[src/rtl/lsu_arb_pkg.sv]
// lsu_arb_pkg: shared types and load-type encodings for the LSU port arbiter
package lsu_arb_pkg;
  typedef enum logic [1:0] {ARB_IDLE, ARB_OWN0, ARB_OWN1} arb_state_e;
  typedef struct packed {
    logic [15:0] addr;
    logic [31:0] wdata;
    logic        wr_en;
    logic [3:0]  bmask;
    logic [2:0]  ld_sel;
  } lsu_req_t;
  localparam logic [2:0] LD_LB  = 3'b000;
  localparam logic [2:0] LD_LH  = 3'b001;
  localparam logic [2:0] LD_LW  = 3'b010;
  localparam logic [2:0] LD_LBU = 3'b100;
  localparam logic [2:0] LD_LHU = 3'b101;
endpackage

[src/rtl/lsu_port_arbiter.sv]
// lsu_port_arbiter: two-master round-robin/fixed-priority arbiter for the LSU port with bounded lock
module lsu_port_arbiter
  import lsu_arb_pkg::*;
#(
  parameter bit FIXED_PRIO = 1'b0,
  parameter int LOCK_MAX   = 16
) (
  input  logic        clk,
  input  logic        rst_n,
  input  logic        m0_valid,
  output logic        m0_ready,
  input  logic        m0_lock,
  input  logic [15:0] m0_addr,
  input  logic [31:0] m0_wdata,
  input  logic        m0_wr_en,
  input  logic [3:0]  m0_bmask,
  input  logic [2:0]  m0_ld_sel,
  output logic        m0_rvalid,
  output logic [31:0] m0_rdata,
  input  logic        m1_valid,
  output logic        m1_ready,
  input  logic        m1_lock,
  input  logic [15:0] m1_addr,
  input  logic [31:0] m1_wdata,
  input  logic        m1_wr_en,
  input  logic [3:0]  m1_bmask,
  input  logic [2:0]  m1_ld_sel,
  output logic        m1_rvalid,
  output logic [31:0] m1_rdata,
  output logic [15:0] lsu_addr,
  output logic [31:0] lsu_w_data,
  output logic        lsu_wr_en,
  output logic [3:0]  lsu_bmask,
  output logic [2:0]  lsu_ld_sel,
  input  logic [31:0] lsu_r_data,
  output logic        grant_id
);
  localparam int CW = $clog2(LOCK_MAX + 1);
  arb_state_e  r_state;
  logic        r_rr_ptr;
  logic [CW-1:0] r_lock_cnt;
  logic [1:0]  r_rvalid;
  logic [31:0] r_rdata0, r_rdata1;
  lsu_req_t    w_req0, w_req1, w_req;
  logic        w_grant, w_fire, w_lock, w_timeout;
  logic [CW-1:0] w_cnt_inc;
  assign w_req0 = {m0_addr, m0_wdata, m0_wr_en, m0_bmask, m0_ld_sel};
  assign w_req1 = {m1_addr, m1_wdata, m1_wr_en, m1_bmask, m1_ld_sel};
  // With no requester in IDLE the grant parks on rr_ptr
  assign w_grant = (r_state == ARB_OWN0) ? 1'b0 :
                   (r_state == ARB_OWN1) ? 1'b1 :
                   (m0_valid && m1_valid) ? (FIXED_PRIO ? 1'b0 : r_rr_ptr) :
                   m0_valid ? 1'b0 : m1_valid ? 1'b1 : r_rr_ptr;
  assign w_fire    = rst_n & (w_grant ? m1_valid : m0_valid);
  assign w_lock    = w_grant ? m1_lock : m0_lock;
  assign w_req     = w_grant ? w_req1 : w_req0;
  assign w_cnt_inc = (r_lock_cnt == CW'(LOCK_MAX)) ? r_lock_cnt : r_lock_cnt + CW'(1);
  assign w_timeout = (w_cnt_inc == CW'(LOCK_MAX));
  assign m0_ready   = w_fire & ~w_grant;
  assign m1_ready   = w_fire & w_grant;
  assign lsu_addr   = w_req.addr;
  assign lsu_w_data = w_req.wdata;
  assign lsu_wr_en  = w_fire & w_req.wr_en;
  assign lsu_bmask  = w_req.bmask;
  assign lsu_ld_sel = w_req.ld_sel;
  assign grant_id   = w_grant;
  assign m0_rvalid  = r_rvalid[0];
  assign m1_rvalid  = r_rvalid[1];
  assign m0_rdata   = r_rdata0;
  assign m1_rdata   = r_rdata1;
  always_ff @(posedge clk or negedge rst_n) begin
    if (!rst_n) begin
      r_state    <= ARB_IDLE;
      r_rr_ptr   <= 1'b0;
      r_lock_cnt <= '0;
      r_rvalid   <= 2'b00;
      r_rdata0   <= '0;
      r_rdata1   <= '0;
    end else begin
      r_rvalid <= {m1_ready, m0_ready};
      if (m0_ready) r_rdata0 <= w_req.wr_en ? 32'h0 : lsu_r_data;
      if (m1_ready) r_rdata1 <= w_req.wr_en ? 32'h0 : lsu_r_data;
      if (r_state == ARB_IDLE) begin
        r_lock_cnt <= (w_fire && w_lock) ? CW'(1) : '0;
        if (w_fire) begin
          r_rr_ptr <= ~w_grant;
          if (w_lock) r_state <= w_grant ? ARB_OWN1 : ARB_OWN0;
        end
      end else begin
        r_lock_cnt <= w_cnt_inc;
        // Timeout wins over the lock bit; the timeout-cycle transfer still fires
        if (w_timeout || (w_fire && !w_lock)) begin
          r_state  <= ARB_IDLE;
          r_rr_ptr <= ~w_grant;
        end
      end
    end
  end
endmodule

[config.mk]
export PLATFORM = sky130hd
export DESIGN_NAME = lsu_port_arbiter
export DESIGN_NICKNAME = d
export VERILOG_FILES = /design/src/rtl/lsu_arb_pkg.sv /design/src/rtl/lsu_port_arbiter.sv
export SDC_FILE = /design/constraint.sdc
export NUM_CORES = 1
export LEC_CHECK = 0
export BUFFER_PORTS_ARGS = -buffer_cell sky130_fd_sc_hd__clkbuf_2
export CAP_MARGIN = 40
export CORE_AREA = 2 2 107 109
export DETAILED_ROUTE_END_ITERATION = 12
export DIE_AREA = 0 0 109 111
export PLACE_DENSITY_LB_ADDON = 0.3
export SLEW_MARGIN = 5
export SYNTH_ARGS = -nofsm -noshare
export SYNTH_HDL_FRONTEND = slang
export SYNTH_SLANG_ARGS = --single-unit
[constraint.sdc]
create_clock -name clk -period 3.2 [get_ports clk]
set_clock_uncertainty 0.2 [all_clocks]
set_input_delay 0.16 -clock clk [delete_from_list [all_inputs] [get_ports clk]]
set_output_delay 0.16 -clock clk [all_outputs]
set_load 0.02 [all_outputs]
* After elaboration in Yosys (flattened, before gate mapping) *
Index checks and enable logic that the tools add are counted.
Widths: inputs -> output; s select.

word-level totals
  register bits after elaboration = 74
  input bits = 150
  logic and storage cells = 47

cells by class
  add/sub/neg operators = 1
  eq/ne operators = 6
  mux-type cells = 20
  bitwise logic cells = 5
  reductions and logical operators = 9

operator list
  operator             count
  $mux 56              1
  $mux 32              1
  $mux 1               11
  $eq 5x5->1 const B   2
  $mux 2               5
  $mux 5               2
  $add 5x1->5 const B  1
  $and 1x1->1          4
  $ne 2x2->1 const B   2
  $logic_and 1x1->1    3
  $reduce_and 3->1     1
  $eq 2x1->1 const B   1
  $eq 2x2->1 const B   1
  $logic_not 2->1      1
  $reduce_and 2->1     1
  $reduce_bool 2->1    1
  $logic_not 1->1      1
  $logic_or 1x1->1     1
  $not 1->1            1

* Depth between registers and ports, before layout *
  depth after elaboration = 11
  mapped depth = 7
  mapped depth without buffers = 7

* Worst setup path after synthesis *
No wires, ideal clock.

  kind = register -> output
  start = reg r_state[0]
  end = out lsu_addr[10]
  arrival = 2.039 ns
  required time = 2.840 ns
  setup slack = 0.801 ns
  cell stages (with the launch flop) = 6
  path buffers = 2
  path through = dfrtp_1 -> nor2b_1 -> o41ai_4 -> buf_2 -> buf_2 -> mux2_2

between the ends
  longest elaborated chain between the ends = 4
  elaborated cells on any way between the ends = 5

ends and longest elaborated chain
  item                      line                    text
  start: declaration        lsu_port_arbiter.sv:39  arb_state_e r_state;
  start signal: assignment  lsu_port_arbiter.sv:87  if (w_lock) r_state <= w_grant ? ARB_OWN1 : ARB_OWN0;
  $eq 2x2->1                lsu_port_arbiter.sv:51  (r_state == ARB_OWN1) ? 1'b1 :
  $mux 1                    lsu_port_arbiter.sv:51
  $mux 1 *                  lsu_port_arbiter.sv:50  assign w_grant = (r_state == ARB_OWN0) ? 1'b0 :
  via grant_id              lsu_port_arbiter.sv:36  output logic grant_id
  $mux 56 *                 lsu_port_arbiter.sv:56  assign w_req = w_grant ? w_req1 : w_req0;
  end: declaration          lsu_port_arbiter.sv:30  output logic [15:0] lsu_addr,

The timed path passes the listed nets; every way through them passes the cells marked *.

* Final worst setup path *
  start = reg r_state[0]
  end = out m0_ready

between the ends
  longest elaborated chain between the ends = 6
  elaborated cells on any way between the ends = 8

ends and longest elaborated chain
  item              line                    text
  $eq 2x2->1        lsu_port_arbiter.sv:51
  $mux 1            lsu_port_arbiter.sv:51
  $mux 1 *          lsu_port_arbiter.sv:50
  $mux 1            lsu_port_arbiter.sv:54  assign w_fire = rst_n & (w_grant ? m1_valid : m0_valid);
  $and 1x1->1       lsu_port_arbiter.sv:54
  $and 1x1->1 *     lsu_port_arbiter.sv:59  assign m0_ready = w_fire & ~w_grant;
  end: declaration  lsu_port_arbiter.sv:11  output logic m0_ready,

Every way passes the cells marked *; elsewhere a longest branch is shown, timed or not.

==> impl_metrics.json <==
{
  "grt-ovfl-total": 0,
  "detailed_place_hpwl_um": 11190,
  "wire_length_of_the_first_global_routing_pass_um": 21000,
  "cellLeakagePower_uw": 0.003158,
  "commonest_non_fill_non_tap_cell_in_the_layout": "sky130_fd_sc_hd__clkbuf_2",
  "timing.critical_path.required_ns": 2.84,
  "cp_data_arrival_time_ns": 2.35,
  "timing_worst_setup_path_type": "reg2out",
  "clk-insertion-delay-late_ns": 0.33,
  "numClockSinks": 74,
  "num_ports": 275,
  "timing.final.ws_setup_ns": 0.4867,
  "rr_endpoint": "r_state[0]",
  "synth.top_cells.by_area": "sky130_fd_sc_hd__dfrtp_1 49%, sky130_fd_sc_hd__mux2_2 14%, sky130_fd_sc_hd__a22o_1 8.0%",
  "ys.flop_type": "sky130_fd_sc_hd__dfrtp_1",
  "vias": 3795,
  "fp.dieArea_um2": 12100,
  "power_frac_seq": 0.282,
  "growth_of_design_area_from_synthesis_to_finish_pct": 60.05,
  "end_kind": "primary output",
  "port_buffers": 274,
  "cts_htree_levels": 3,
  "max_clock_freq_ghz": 0.3686,
  "buffer_cell_driving_the_clock_tree_root": "sky130_fd_sc_hd__clkbuf_16",
  "detail-route-antenna-nets": 0,
  "synthesis.area_per_instance_um2": 11.04,
  "postSynthCellCount": 339,
  "synth_enable_flop_cells": 0,
  "crit_fanout": 12,
  "power.combinational.fraction": 0.540,
  "pre_cts_ws_ns": 0.6160,
  "die_height_um": 111,
  "power_report.internal_total_uw": 3242,
  "initial_core_util": 0.3379,
  "postSynth.asyncResetShare": 1.000,
  "power.share.switching": 0.4360,
  "timing.critical_path.slowest_cell_delay_ns": 0.59,
  "core.rowCount": 39,
  "warnings_from_yosys": 0,
  "ir_worst_vdd_uv": 478.9,
  "synth.net_count": 491,
  "nets": 798,
  "syn-cell-area_um2": 3742,
  "final_design_area_no_fill_um2": 5989,
  "worst-r2r-cell-count": 7,
  "commonest_non_fill_non_tap_cells_in_the_layout": "273 x sky130_fd_sc_hd__clkbuf_2, 74 x sky130_fd_sc_hd__dfrtp_1, 46 x sky130_fd_sc_hd__mux2_2, 34 x sky130_fd_sc_hd__a22o_1",
  "cts.path.max_buffers": 2,
  "finalWorstPathRequiredPeriod_ns": 2.713,
  "timing.reg2reg.setup_slack_ns": 0.61,
  "cts.reportedPaths.clkPinSlew_ns": 0.06,
  "final_min_period_over_clock_period": 0.8479,
  "worst_path_max_delay_cell": "sky130_fd_sc_hd__nand3b_1",
  "postPlaceCellArea_um2": 5346,
  "cp-start-kind": "flip-flop",
  "tightestPinTransition_ns": 0.7098,
  "synth_sequential_area_ratio": 0.4948,
  "via_count_of_the_first_global_routing_pass": 3954,
  "p_sw_uw": 2506,
  "regToRegStartpoint": "r_lock_cnt[0]",
  "report.final.hold_viol_count": 0,
  "synth_largest_type_area_fraction": 0.4948,
  "initial_antenna_violation_count": 0,
  "result_of_the_run": "completed",
  "detail_route.wl_per_cell_um": 17.43,
  "cts_made_buffers": 9,
  "firstDrtPassIters": 6,
  "max-cap-violations": 0,
  "vias_per_cell": 4.774,
  "max_slew_margin": 0.5254,
  "design.core.area_um2": 11080,
  "synthDominantAreaCellType": "sky130_fd_sc_hd__dfrtp_1",
  "synth_cell_types": 34,
  "timing.hold.worst.class": "in2async",
  "p_per_area_nw_per_um2": 959.6,
  "synth_seq_cells": 74,
  "final_layout_size_suffix_gt1_frac": 0.5392,
  "grt_setup_unrepaired": "false",
  "gpl_wtd_cong": 0.8378,
  "clk_pwr_share": 0.178,
  "clock_tree_from_tritoncts": "built",
  "report.final.slew_viol_count": 0,
  "fin_tns_setup_ns": 0,
  "grt_util_all_layers": 0.2304,
  "finalSetupViolCount": 0,
  "path_cells": "nor2b_1 -> o41ai_4 -> nand3b_1 -> inv_1 -> clkbuf_2",
  "drcViolationCount": 0,
  "timing.hold.ws_ns": 0.01629,
  "floorplan.die.width_um": 109,
  "detail_route.iter0.violations": 247,
  "grt_start_max_net_pins": 65,
  "detail_route.wirelength_um": 13860
}
==> power groups by stage <==
stage | sequential (uW) | combinational, uW | clock, uW
6_report | 1620 | 3100 | 1030
5_1_grt | 1670 | 3340 | 1090
4_1_cts | 1620 | 3140 | 1050
3_5_place_dp | 1630 | 3100 | 0
3_3_place_gp | 1620 | 3050 | 0
2_1_floorplan | 2060 | 1520 | 0
==> critical path, delay by kind of cell (launching register included) <==
| family | cells | cell delay (ns) |
|---|---|---|
| flops | 1 | 0.43 |
| buf+inv | 2 | 0.33 |
| simple gates | 2 | 0.80 |
| compound gates | 1 | 0.46 |
==> synth_stat cells, types with 2 or more instances <==
library cell               count
sky130_fd_sc_hd__clkbuf_1     11
sky130_fd_sc_hd__o21ai_1      13
sky130_fd_sc_hd__ha_1          2
sky130_fd_sc_hd__a21oi_1       2
sky130_fd_sc_hd__nor4bb_1      2
sky130_fd_sc_hd__mux2i_1       3
sky130_fd_sc_hd__nor2b_1       6
sky130_fd_sc_hd__mux2_2       46
sky130_fd_sc_hd__xnor2_1       3
sky130_fd_sc_hd__a211oi_1      2
sky130_fd_sc_hd__nand2_1      33
sky130_fd_sc_hd__inv_1         6
sky130_fd_sc_hd__nor3_1        2
sky130_fd_sc_hd__mux2_1        9
sky130_fd_sc_hd__nand3_1       3
sky130_fd_sc_hd__o21ai_0      23
sky130_fd_sc_hd__dfrtp_1      74
sky130_fd_sc_hd__a22o_1       34
sky130_fd_sc_hd__o21bai_1      2
sky130_fd_sc_hd__nor2_1        5
sky130_fd_sc_hd__nand2b_1     33
sky130_fd_sc_hd__buf_2        13
==> per-stage QoR <==
step,utilization,cells,power [uW]
after floorplan,-,339,3586
after global routing,0.5405,794,6101
final,0.5407,795,5748
after CTS,0.5405,794,5811
after detailed placement,0.4827,745,4735
after global placement,0.4802,744,4671
==> routing by layer <==
metal  part of all wire  GRT usage  vias up
li1                   -          -     1814
met1               0.37     0.2449     1792
met2               0.54     0.4335      176
met3              0.079    0.06820       13
met4              0.013    0.05812        0
met5                  0          0        -
==> registers in the layout, summed over array words and instances, names as in the netlist <==
name        flops
r_rr_ptr        1
r_state         2
m0_rdata       32
m1_rdata       32
r_rvalid        2
r_lock_cnt      5
==> worst max-delay path by stage <==
| stage | startpoint | to | slack (ns) | depth (start not counted) |
|---|---|---|---|---|
| 2_1_floorplan | r_state[0] | lsu_addr[10] | 0.80 | 5 |
| 3_3_place_gp | r_lock_cnt[0] | r_state[1] | 0.79 | 7 |
| 3_5_place_dp | r_lock_cnt[0] | r_state[0] | 0.62 | 7 |
| 4_1_cts | r_state[0] | m0_ready | 0.44 | 5 |
| 5_1_grt | r_lock_cnt[0] | r_state[0] | 0.33 | 7 |
| 6_report | r_state[0] | m0_ready | 0.49 | 5 |
==> cell families (layout without fill, tap and decap cells) <==
family | Yosys count | count (layout) | share of synthesized area
and+or+nand+nor | 87 | 87 | 0.1214
AOI/OAI and AO/OA | 84 | 84 | 0.1598
DFF | 74 | 74 | 0.4948
muxes | 58 | 58 | 0.1735
buffers and inverters | 30 | 342 | 0.03444
xor gates and xnor gates | 4 | 4 | 0.009363
adders and majority gates | 2 | 2 | 0.006686
other | 0 | 1 | 0
==> layout make-up <==
| type | instances | area [um2] |
|---|---|---|
| fillers | 1008 | 5087 |
| repair buffers | 320 | 1859 |
| flip-flops and latches | 74 | 1852 |
| multi-input cells | 235 | 1764 |
| clock buffers | 10 | 239.0 |
| well taps | 143 | 178.9 |
| clock inverters | 6 | 71.32 |
| inverters | 6 | 22.52 |
| diodes | 1 | 2.502 |
==> timing repair <==
action                    CTS  global route
hold buffers               33             0
hold endpoints to repair  138             0
resized for setup           0             0
buffers inserted            0             0
Power figures use the tool's default switching activity.
